$ cat config.mk
export PLATFORM = sky130hd
export DESIGN_NAME = nexys_starship_monster_bank
export DESIGN_NICKNAME = d
export VERILOG_FILES = /design/src/rtl/nexys_starship_monster_bank.sv
export SDC_FILE = /design/constraint.sdc
export NUM_CORES = 1
export LEC_CHECK = 0
export ABC_CLOCK_PERIOD_IN_PS = 4400
export CAP_MARGIN = 20
export CORE_ASPECT_RATIO = 0.9
export CORE_MARGIN = 2
export CORE_UTILIZATION = 30
export DETAILED_ROUTE_END_ITERATION = 7
export MAX_ROUTING_LAYER = met4
export PLACE_DENSITY = 0.48
export REMOVE_ABC_BUFFERS = 1
export SETUP_SLACK_MARGIN = 0.5
export SLEW_MARGIN = 30
export SYNTH_ARGS = -nofsm -noshare
export SYNTH_HDL_FRONTEND = slang
export SYNTH_SLANG_ARGS = --single-unit
$ cat constraint.sdc
create_clock -name Clk -period 4.4 [get_ports Clk]
set_input_delay 0.88 -clock Clk [delete_from_list [all_inputs] [get_ports Clk]]
set_output_delay 0.88 -clock Clk [all_outputs]
set_load 0.05 [all_outputs]
$ cat src/rtl/nexys_starship_monster_bank.sv
// nexys_starship_monster_bank
// Multi-lane monster controller: each lane waits SPAWN_DELAY ticks while
// empty, spawns on a random request (lowest lane first, capped at MAX_ACTIVE
// live monsters), then runs an expiry timer. A shielded expiry is a kill; an
// unshielded expiry ends the game and reports the lane. The slow game time
// base arrives as the single-cycle timer_tick enable.
module nexys_starship_monster_bank #(
  parameter int NUM_LANES   = 4,
  parameter int TW          = 8,
  parameter int TIMEOUT     = 15,
  parameter int WARN_TICKS  = 10,
  parameter int SPAWN_DELAY = 1,
  parameter int MAX_ACTIVE  = 2,
  parameter int KW          = 8,
  localparam int LW = (NUM_LANES > 1) ? $clog2(NUM_LANES) : 1
) (
  input  logic                 Clk,
  input  logic                 Reset,
  input  logic                 timer_tick,
  input  logic                 play_flag,
  input  logic                 gameover_ctrl,
  input  logic [NUM_LANES-1:0] shield,
  input  logic [NUM_LANES-1:0] random,
  output logic [NUM_LANES-1:0] monster,
  output logic [NUM_LANES-1:0] warn,
  output logic                 gameover,
  output logic [LW-1:0]        gameover_lane,
  output logic [KW-1:0]        kills,
  output logic                 q_Init,
  output logic                 q_Play,
  output logic                 q_Over
);

  localparam logic [TW-1:0] TIMEOUT_T = TW'(TIMEOUT);
  localparam logic [TW-1:0] WARN_T    = TW'(WARN_TICKS);
  localparam logic [TW-1:0] SPAWN_T   = TW'(SPAWN_DELAY);
  localparam logic [3:0]    MAX_ACT_T = 4'(MAX_ACTIVE);
  localparam int            KSW       = KW + 4;
  localparam logic [KSW-1:0] KMAX     = {{4{1'b0}}, {KW{1'b1}}};

  typedef enum logic [2:0] {
    ST_INIT = 3'b001,
    ST_PLAY = 3'b010,
    ST_OVER = 3'b100
  } state_t;

  state_t r_state;
  state_t w_state_nxt;

  logic [NUM_LANES-1:0] r_monster;
  logic [NUM_LANES-1:0] r_warn;
  logic [TW-1:0]        r_timer [NUM_LANES];
  logic [TW-1:0]        r_delay [NUM_LANES];
  logic [KW-1:0]        r_kills;
  logic [LW-1:0]        r_golane;

  logic [NUM_LANES-1:0] w_expired;
  logic [NUM_LANES-1:0] w_kill;
  logic [NUM_LANES-1:0] w_loss;
  logic [NUM_LANES-1:0] w_armed;
  logic [NUM_LANES-1:0] w_cand;
  logic [NUM_LANES-1:0] w_spawn;
  logic [NUM_LANES-1:0] w_monster_nxt;
  logic [NUM_LANES-1:0] w_warn_nxt;
  logic [TW-1:0]        w_timer_nxt [NUM_LANES];
  logic [TW-1:0]        w_delay_nxt [NUM_LANES];
  logic [LW-1:0]        w_loss_lane;
  logic [KW-1:0]        w_kills_nxt;
  logic                 w_cap_ok;
  logic                 w_run;
  logic                 w_go_over;
  logic                 w_clear;

  // Saturating +1 for the per-lane timer and delay counters.
  function automatic logic [TW-1:0] sat_inc(input logic [TW-1:0] v);
    return (v == {TW{1'b1}}) ? v : v + 1'b1;
  endfunction

  // Number of set bits in a lane vector (NUM_LANES <= 8 fits in 4 bits).
  function automatic logic [3:0] popcount(input logic [NUM_LANES-1:0] v);
    logic [3:0] n;
    n = '0;
    for (int i = 0; i < NUM_LANES; i++) n = n + 4'(v[i]);
    return n;
  endfunction

  // Kill counter add that sticks at all-ones.
  function automatic logic [KW-1:0] sat_add_kills(input logic [KW-1:0] a,
                                                  input logic [3:0]    n);
    logic [KSW-1:0] s;
    s = KSW'(a) + KSW'(n);
    return (s > KMAX) ? {KW{1'b1}} : s[KW-1:0];
  endfunction

  // Per-lane expiry, arming, spawn arbitration and next-value computation.
  always_comb begin
    w_expired     = '0;
    w_kill        = '0;
    w_loss        = '0;
    w_armed       = '0;
    w_cand        = '0;
    w_spawn       = '0;
    w_loss_lane   = '0;
    w_cap_ok      = 1'b0;
    w_monster_nxt = r_monster;
    w_warn_nxt    = '0;
    for (int i = 0; i < NUM_LANES; i++) begin
      w_timer_nxt[i] = r_timer[i];
      w_delay_nxt[i] = r_delay[i];
    end

    for (int i = 0; i < NUM_LANES; i++) begin
      w_expired[i] = r_monster[i] && (r_timer[i] >= TIMEOUT_T);
      w_armed[i]   = !r_monster[i] && (r_delay[i] >= SPAWN_T);
    end
    w_kill   = w_expired & shield;
    w_loss   = w_expired & ~shield;
    w_cand   = w_armed & random & ~r_monster;
    // Cap uses the occupancy before any kill lands this cycle.
    w_cap_ok = popcount(r_monster) < MAX_ACT_T;

    // Scan downwards so the lowest index is the one left standing.
    for (int i = NUM_LANES - 1; i >= 0; i--) begin
      if (w_loss[i]) w_loss_lane = LW'(i);
      if (w_cand[i] && w_cap_ok) begin
        w_spawn    = '0;
        w_spawn[i] = 1'b1;
      end
    end

    for (int i = 0; i < NUM_LANES; i++) begin
      if (w_kill[i]) begin
        w_monster_nxt[i] = 1'b0;
        w_timer_nxt[i]   = '0;
        w_delay_nxt[i]   = '0;
      end else if (w_spawn[i]) begin
        w_monster_nxt[i] = 1'b1;
        w_timer_nxt[i]   = '0;
        w_delay_nxt[i]   = '0;
      end else if (r_monster[i]) begin
        if (timer_tick) w_timer_nxt[i] = sat_inc(r_timer[i]);
      end else begin
        if (timer_tick) w_delay_nxt[i] = sat_inc(r_delay[i]);
      end
      w_warn_nxt[i] = w_monster_nxt[i] && (w_timer_nxt[i] >= WARN_T);
    end

    w_kills_nxt = sat_add_kills(r_kills, popcount(w_kill));
  end

  // Game-level next-state decision.
  always_comb begin
    w_state_nxt = r_state;
    case (r_state)
      ST_INIT: if (play_flag) w_state_nxt = ST_PLAY;
      ST_PLAY: if (gameover_ctrl || (|w_loss)) w_state_nxt = ST_OVER;
      ST_OVER: if (!play_flag && !gameover_ctrl) w_state_nxt = ST_INIT;
      default: w_state_nxt = ST_INIT;
    endcase
  end

  // Lanes advance only on a PLAY cycle that stays in PLAY; the cycle that
  // ends the game freezes everything as it was.
  assign w_run     = (r_state == ST_PLAY) && (w_state_nxt == ST_PLAY);
  assign w_go_over = (r_state == ST_PLAY) && (w_state_nxt == ST_OVER);
  assign w_clear   = (r_state == ST_INIT) || (w_state_nxt == ST_INIT);

  // Game state register.
  always_ff @(posedge Clk) begin
    if (Reset) r_state <= ST_INIT;
    else       r_state <= w_state_nxt;
  end

  // Lane state, warn, kill counter and gameover lane registers.
  always_ff @(posedge Clk) begin
    if (Reset || w_clear) begin
      r_monster <= '0;
      r_warn    <= '0;
      r_kills   <= '0;
      r_golane  <= '0;
      for (int i = 0; i < NUM_LANES; i++) begin
        r_timer[i] <= '0;
        r_delay[i] <= '0;
      end
    end else if (w_run) begin
      r_monster <= w_monster_nxt;
      r_warn    <= w_warn_nxt;
      r_kills   <= w_kills_nxt;
      for (int i = 0; i < NUM_LANES; i++) begin
        r_timer[i] <= w_timer_nxt[i];
        r_delay[i] <= w_delay_nxt[i];
      end
    end else if (w_go_over) begin
      r_warn   <= '0;
      r_golane <= gameover_ctrl ? '0 : w_loss_lane;
    end else begin
      r_warn <= '0;
    end
  end

  assign monster       = r_monster;
  assign warn          = r_warn;
  assign kills         = r_kills;
  assign gameover_lane = r_golane;
  assign gameover      = (r_state == ST_OVER);
  assign q_Init        = (r_state == ST_INIT);
  assign q_Play        = (r_state == ST_PLAY);
  assign q_Over        = (r_state == ST_OVER);

endmodule

==> results of run 1 <==
==> layout by cell type, fill, tap and decap left out, types with 6 or more instances in the layout <==
master | netlist | final
edfxtp_1 | 64 | 64
nor2_1 | 63 | 63
nand3_1 | 41 | 41
nor3_1 | 39 | 39
nand2_1 | 34 | 34
clkdlybuf4s50_1 | 0 | 34
inv_1 | 29 | 29
xor2_1 | 21 | 21
dfxtp_1 | 21 | 21
o21ai_0 | 20 | 20
ha_1 | 17 | 17
nand4_1 | 15 | 15
xnor2_1 | 15 | 15
a21oi_1 | 16 | 15
and3_1 | 14 | 14
a31oi_1 | 11 | 11
a211oi_1 | 10 | 10
mux2i_1 | 9 | 9
clkbuf_16 | 0 | 9
a311oi_1 | 8 | 8
nor4_1 | 8 | 7
buf_4 | 1 | 7
and4_1 | 6 | 6
a21o_1 | 6 | 6
and2_1 | 6 | 6
==> worst max-delay path: cells and delay by family <==
kind,cells,cell delay (ns)
buffers and inverters,4,0.70
adders and majority gates,3,1.07
and+or+nand+nor,4,0.71
AOI/OAI and AO/OA,3,0.51
==> report_power, final <==
group          internal, uW  leakage (uW)  switching (uW)  total, uW
logic                  37.1       0.00100            58.5       95.6
clock network           380      0.000125             305        684
registers               865      0.000953            15.2        880
==> timing repair <==
action | 4_1_cts | 5_1_grt
gates resized for setup | 0 | 2
hold endpoints to repair | 0 | 0
setup endpoints to repair | 0 | 1
==> layout make-up <==
type                    instances  share of cell area [%]
clock inverters                 3                  0.2204
flip-flops and latches         85                   37.50
inverters                      29                   1.743
clock buffers                  13                   3.846
well taps                     240                   4.808
repair buffers                 42                   6.611
multi-input cells             424                   45.27
==> sequential cells by signal (all words and copies together) (netlist names) <==
name and cells:
r_state 3, gameover_lane 2, monster 4, warn 4, r_delay 32, kills 8, r_timer 32
==> Yosys cell counts (3+ instances only) <==
master    number  area, um^2
clkbuf_1       9       33.78
and4_1         6       52.55
a221oi_2       4       60.06
edfxtp_1      64        1922
nor3_1        39       195.2
nor2_1        63       236.5
a311oi_1       8       70.07
nand4_1       15       93.84
nor4_1         8       50.05
fa_1           4       80.08
nor3b_1        3       22.52
and2_1         6       37.54
buf_6          4       45.04
nor2b_1        4       25.02
nand2_1       34       127.6
nand2b_1       4       25.02
a31oi_1       11       68.82
o21ai_0       20       100.1
a21o_1         6       45.04
mux2i_1        9       90.09
buf_2          8       40.04
ha_1          17       212.7
or3_1          3       18.77
nand3_1       41       205.2
xnor2_1       15       131.4
inv_1         29       108.9
a21oi_1       16       80.08
and3_1        14       87.58
dfxtp_1       21       420.4
xor2_1        21       183.9
a211oi_1      10       75.07
nor4b_1        4       35.03
==> final timing paths <==
| check | from | end | slack, ns | depth (start not counted) |
|---|---|---|---|---|
| worst min register to register | gameover_lane[1] | gameover_lane[1] | 0.56 | 2 |
| worst max-delay path | shield[2] | kills[3] | 0.76 | 14 |
| worst min-delay path | gameover_lane[1] | gameover_lane[1] | 0.56 | 2 |
| worst max register to register | r_timer[2][0] | kills[3] | 0.84 | 14 |
==> metal layers <==
metal	share of wire (%)	GRT usage, %
met2	46	21.88
met5	0	-
met1	49	20.14
met4	1.2	4.575
met3	3.7	3.229
==> kinds of logic (layout without fill, tap and decap cells) <==
| logic type | after synthesis | count (layout) | share of synthesized area, % |
|---|---|---|---|
| adders and majority gates | 21 | 21 | 5.407 |
| buffers and inverters | 52 | 87 | 4.713 |
| AOI/OAI and AO/OA | 99 | 99 | 13.47 |
| muxes | 11 | 11 | 2.080 |
| and+or+nand+nor | 257 | 257 | 25.25 |
| xor gates and xnor gates | 36 | 36 | 5.823 |
| DFF | 85 | 85 | 43.25 |
==> stage by stage <==
| step | utilization (%) | hold WS [ns] | power, uW | cell area (um^2) |
|---|---|---|---|---|
| 2_1_floorplan | - | 0.4928 | 948.5 | 5269 |
| 3_3_place_gp | 33.86 | 0.5148 | 990.5 | 5982 |
| 3_5_place_dp | 33.86 | 0.5416 | 992.1 | 5982 |
| 4_1_cts | 35.29 | 0.5604 | 1691 | 6236 |
| 5_1_grt | 35.35 | 0.5970 | 1725 | 6246 |
| 6_report | 35.35 | 0.5583 | 1660 | 6246 |
==> run_results.csv, run 1 <==
group,metric,value,unit
outcome,status,"finished clean",
job,drv_cap,0,
logic_synthesis,synth-async-reset-ratio,0,%
placed_design,globalplace.congestion,0.8150,
setup_path,crit_slowest_cell,"fa_1",
setup_path,cp.arrival,3.89,ns
timing,setup_viol,0,
logic_synthesis,yosysWarnings,0,
final_layout,multiInputGateArea,2828,um^2
clocking,cts_hold_buf,0,
routing,wl_per_cell,16.03,um
die,ios,35,
global_route,grt_pass1_wl,22.10,mm
global_route,grt.total_usage,14.75,%
placed_design,place_inst,820,
final_layout,nets,625,
timing,slew_viol_final,0,
timing,clock_skew,0.008187,ns
power_and_ir_drop,vdd.ir_drop.worst,187.5,uV
timing,hold_viol,0,
clocking,cts_root_buf,"clkbuf_16",
clocking,numCtsBuffers,9,
setup_path,worstPathMaxFanout,7,
logic_synthesis,synthCells,561,
timing,fin_crit_sh,82.63,%
setup_path,cp-end-kind,"register",
setup_path,crit_chain,"clkdlybuf4s50_1 -> nand2_1 -> a21o_1 -> inv_1 -> fa_1 -> inv_1 -> fa_1 -> inv_1 -> fa_1 -> and2_1 -> nand4_1 -> nand2_1 -> a31oi_1 -> a311oi_1",
placed_design,place.port_buffers,34,
final_layout,area_growth,15.34,%
setup_path,cp.required,4.65,ns
routing,wl,13.40,mm
die,core,17670,um^2
global_route,grt-ovfl-total,0,
routing,dr.pass1.iters,5,
final_layout,diodes,0,
final_layout,n_fill_cell,1820,
timing,worst_slack,0.7644,ns
die,rows,46,
timing,fin_tns_setup,0,ns
timing,rsz0062_at_grt,"false",
routing,drc_errors,0,
die,dieHeight,131.5,um
setup_path,startpoint_type,"input pin",
logic_synthesis,ys_seq_area_share,43.25,%
clocking,post-cts-setup-buffers,0,
logic_synthesis,syn_area,5415,um^2
routing,drtIter0Drc,192,
global_route,antenna_found_initial,0,
global_route,grt_max_degree,25,
clocking,cts.sinks,85,
timing,worstMarginPinSlew,0.7925,ns
timing,max-slew-margin-rel,45.80,%
final_layout,final_layout_size_suffix_gt1_share,7.215,%
logic_synthesis,synth_flop_cell,"edfxtp_1",
final_layout,seqCellArea,2342,um^2
clocking,clk_path_buf_depth,2,
clocking,ctsHtreeMaxLevel,3,
global_route,first_global_vias,4218,
logic_synthesis,syn-mean-instance-area,9.653,um^2
power_and_ir_drop,p_leak,0.002083,uW
clocking,clkSlewWorstSetupHoldPaths,0.06,ns
placed_design,dp_hpwl,9.407,mm
routing,via_per_inst,5.239,
timing,period_minus_slack,3.636,ns
routing,route.antenna.remaining_nets,0,
placed_design,dpl_worst_slack,0.4211,ns
die,initial_core_util,30.65,%
logic_synthesis,synth_cell_types,62,
setup_path,critical_path_class,"input pin to register",
final_layout,final_cell_count_no_fill,836,
die,die-area,19140,um^2
routing,vias,4380,
logic_synthesis,synth_edf_count,64,
timing,fmax,275.1,MHz
logic_synthesis,synth-seq-cells,85,
clocking,cts_tree,"built",
die,die_x,145.6,um
clocking,insertion_delay,0.35,ns
power_and_ir_drop,power_density,265.7,nW/um^2
setup_path,slowest_delay,0.49,ns
hold_path,hold_class,"register to register",
Note: power is estimated with default switching activity, not from simulation.
==> run 2, diff against run 1 <==
--- a/config.mk
+++ b/config.mk
@@ -5,14 +5,14 @@
 export SDC_FILE = /design/constraint.sdc
 export NUM_CORES = 1
 export LEC_CHECK = 0
-export ABC_CLOCK_PERIOD_IN_PS = 4400
+export ABC_CLOCK_PERIOD_IN_PS = 3100
 export CAP_MARGIN = 20
 export CORE_ASPECT_RATIO = 0.9
 export CORE_MARGIN = 2
 export CORE_UTILIZATION = 30
 export DETAILED_ROUTE_END_ITERATION = 7
 export MAX_ROUTING_LAYER = met4
-export PLACE_DENSITY = 0.48
+export PLACE_DENSITY = 0.5
 export REMOVE_ABC_BUFFERS = 1
 export SETUP_SLACK_MARGIN = 0.5
 export SLEW_MARGIN = 30
==> constraint.sdc (replaced) <==
create_clock -name Clk -period 3.1 [get_ports Clk]
set_input_delay 0.62 -clock Clk [delete_from_list [all_inputs] [get_ports Clk]]
set_output_delay 0.62 -clock Clk [all_outputs]
set_load 0.05 [all_outputs]
==> run 2 against run 1 <==
Clock skew hardly changed. Global-route usage increased by 0.25 points. Hold slack lost 0.027 ns. Highest routed layer unchanged. Largest cell class unchanged. Power increased by 45%. Critical path depth decreased by 1. Via count increased by 3.4%. Non-clock buffer count grew 49. Sequential cell count is the same. Utilization up 2.9 points. Wire length is 1.6% higher. Clock power up 46%. Critical path type is now register to register. Sequential share of layout area fell by 2.8 points.
==> run_results.csv, run 2 (same netlist as run 1, synthesis figures left out) <==
group,metric,value,unit
outcome,status,"finished clean",
timing,worst_slack,0.07808,ns
setup_path,startpoint_type,"register",
routing,route.antenna.remaining_nets,0,
clocking,cts_hold_buf,0,
setup_path,slowest_delay,0.50,ns
global_route,grt_max_degree,21,
placed_design,dpl_worst_slack,-0.2946,ns
routing,dr.pass1.iters,4,
global_route,grt.total_usage,15.00,%
power_and_ir_drop,p_seq_share,51.6,%
global_route,antenna_found_initial,0,
routing,wl,13.61,mm
routing,wl_met3,384,um
routing,drtIter0Drc,354,
routing,drc_errors,0,
final_layout,stdcell_area,6755,um^2
power_and_ir_drop,power_density,357.4,nW/um^2
routing,vias,4529,
routing,wl_met1,6.932,mm
setup_path,crit_chain,"nor4_4 -> buf_4 -> a21o_1 -> inv_2 -> fa_1 -> inv_2 -> fa_2 -> inv_2 -> fa_2 -> and2_4 -> nand4_1 -> buf_6 -> a311oi_2",
power_and_ir_drop,vdd.ir_drop.worst,251.8,uV
placed_design,place.port_buffers,34,
clocking,insertion_delay,0.35,ns
final_layout,area_growth,24.75,%
timing,worstMarginPinSlew,0.5709,ns
timing,rsz0062_at_grt,"true",
timing,hold_viol,0,
final_layout,nets,674,
timing,fin_crit_sh,97.48,%
routing,met2_length,6.180,mm
setup_path,worstPathMaxFanout,6,
timing,period_minus_slack,3.022,ns
clocking,ctsHtreeMaxLevel,3,
power_and_ir_drop,p_sw_share,22.71,%
clocking,cts_root_buf,"clkbuf_16",
clocking,cts_tree,"built",
die,dieHeight,131.5,um
job,drv_cap,0,
global_route,first_global_vias,4399,
timing,fmax,330.9,MHz
global_route,grt_pass1_wl,22.55,mm
power_and_ir_drop,p_leak,0.002367,uW
routing,wl_per_cell,15.38,um
power_and_ir_drop,p_int,1866,uW
timing,slew_viol_final,0,
power_and_ir_drop,clkPwrFrac,41.5,%
routing,maxUsedRoutingLayer,"met4",
clocking,cts.sinks,85,
power_and_ir_drop,power_frac_comb,6.9,%
global_route,grt-ovfl-total,0,
placed_design,dp_hpwl,9.701,mm
clocking,clkSlewWorstSetupHoldPaths,0.06,ns
setup_path,cp-end-kind,"register",
final_layout,diodes,0,
die,die-area,19140,um^2
die,rows,46,
die,core,17670,um^2
final_layout,n_fill_cell,1781,
die,ios,35,
final_layout,layout_common_cells,"edfxtp_1, nor2_1, buf_4, nand3_1, nor3_1",
final_layout,final_common_cell,"edfxtp_1",
setup_path,crit_slowest_cell,"fa_1",
hold_path,hold_class,"register to register",
timing,setup_viol,0,
setup_path,cp.required,3.36,ns
routing,via_per_inst,5.118,
setup_path,critical_path_class,"register to register",
timing,max-slew-margin-rel,61.54,%
clocking,clk_path_buf_depth,2,
final_layout,final_layout_size_suffix_gt1_share,17.83,%
timing,clock_skew,0.008644,ns
die,initial_core_util,30.65,%
clocking,numCtsBuffers,9,
placed_design,place_area,6270,um^2
setup_path,cp_common_cell,"inv_2",
placed_design,globalplace.congestion,0.8429,
setup_path,cp.arrival,3.29,ns
die,die_x,145.6,um
power_and_ir_drop,power_switching,548.3,uW
==> run 2: changes by cell type in the layout (fill, tap and decap cells not counted), moves of 3 or more <==
cell / delta
buf_4: +47
a311oi_1: -6
a311oi_2: +6
inv_1: -4
inv_2: +4
clkdlybuf4s50_1: -3
==> run 2: cell type report <==
cell class	count	area [um^2]	area share (%)
tap	240	300.3	4.445
multi-input combinational	424	2949	43.66
sequential	85	2344	34.69
inverter	29	108.9	1.611
timing repair buffer	91	792.0	11.72
clock buffer	16	261.5	3.871
==> run 2: worst max-delay path: cells and delay by family (launching register included) <==
family / cells / cell delay (ns)
buffers and inverters: 5 / 0.49
AOI/OAI and AO/OA: 2 / 0.37
adders and majority gates: 3 / 1.07
and+or+nand+nor: 3 / 0.59
DFF: 1 / 0.43
==> run 2: repair_timing <==
| action | in CTS | in global routing |
|---|---|---|
| endpoints found under the hold margin | 0 | 0 |
| setup endpoints to repair | 86 | 109 |
| gates resized for setup | 22 | 16 |
| pin swaps | 12 | 6 |
| buffers inserted | 7 | 2 |
==> run 2: power by group through the flow <==
stage	clock (uW)	sequential, uW	combinational [uW]
6_report	1000	1250	167
5_1_grt	1070	1250	183
4_1_cts	1030	1240	163
3_5_place_dp	0	1270	149
3_3_place_gp	0	1270	147
2_1_floorplan	0	1270	79.1
==> run 2: path summary, 6_finish.rpt <==
| kind | startpoint | to | slack (ns) | cells past startpoint |
|---|---|---|---|---|
| min reg2reg | gameover_lane[1] | gameover_lane[1] | 0.53 | 2 |
| min | gameover_lane[1] | gameover_lane[1] | 0.53 | 2 |
| max reg2reg | r_timer[2][4] | kills[2] | 0.08 | 13 |
| max | r_timer[2][4] | kills[2] | 0.08 | 13 |
==> run 2: metrics by stage <==
step	total power, uW	TNS (ns)	std cells	hold WS (ns)	utilization, %
final	2414	0	885	0.5311	38.23
after global routing	2502	-0.3387	885	0.5829	38.23
after CTS	2441	0	883	0.5427	37.78
after detailed placement	1418	-2.136	860	0.5270	35.48
after global placement	1415	-1.758	860	0.5276	35.48
after floorplan	1346	-6.408	538	0.4928	-
==> run 2: per-layer routing <==
| metal | GRT usage, % | up-vias |
|---|---|---|
| li1 | - | 2252 |
| met1 | 20.83 | 2205 |
| met2 | 22.38 | 66 |
| met3 | 3.472 | 6 |
| met4 | 3.268 | 0 |
| met5 | - | - |
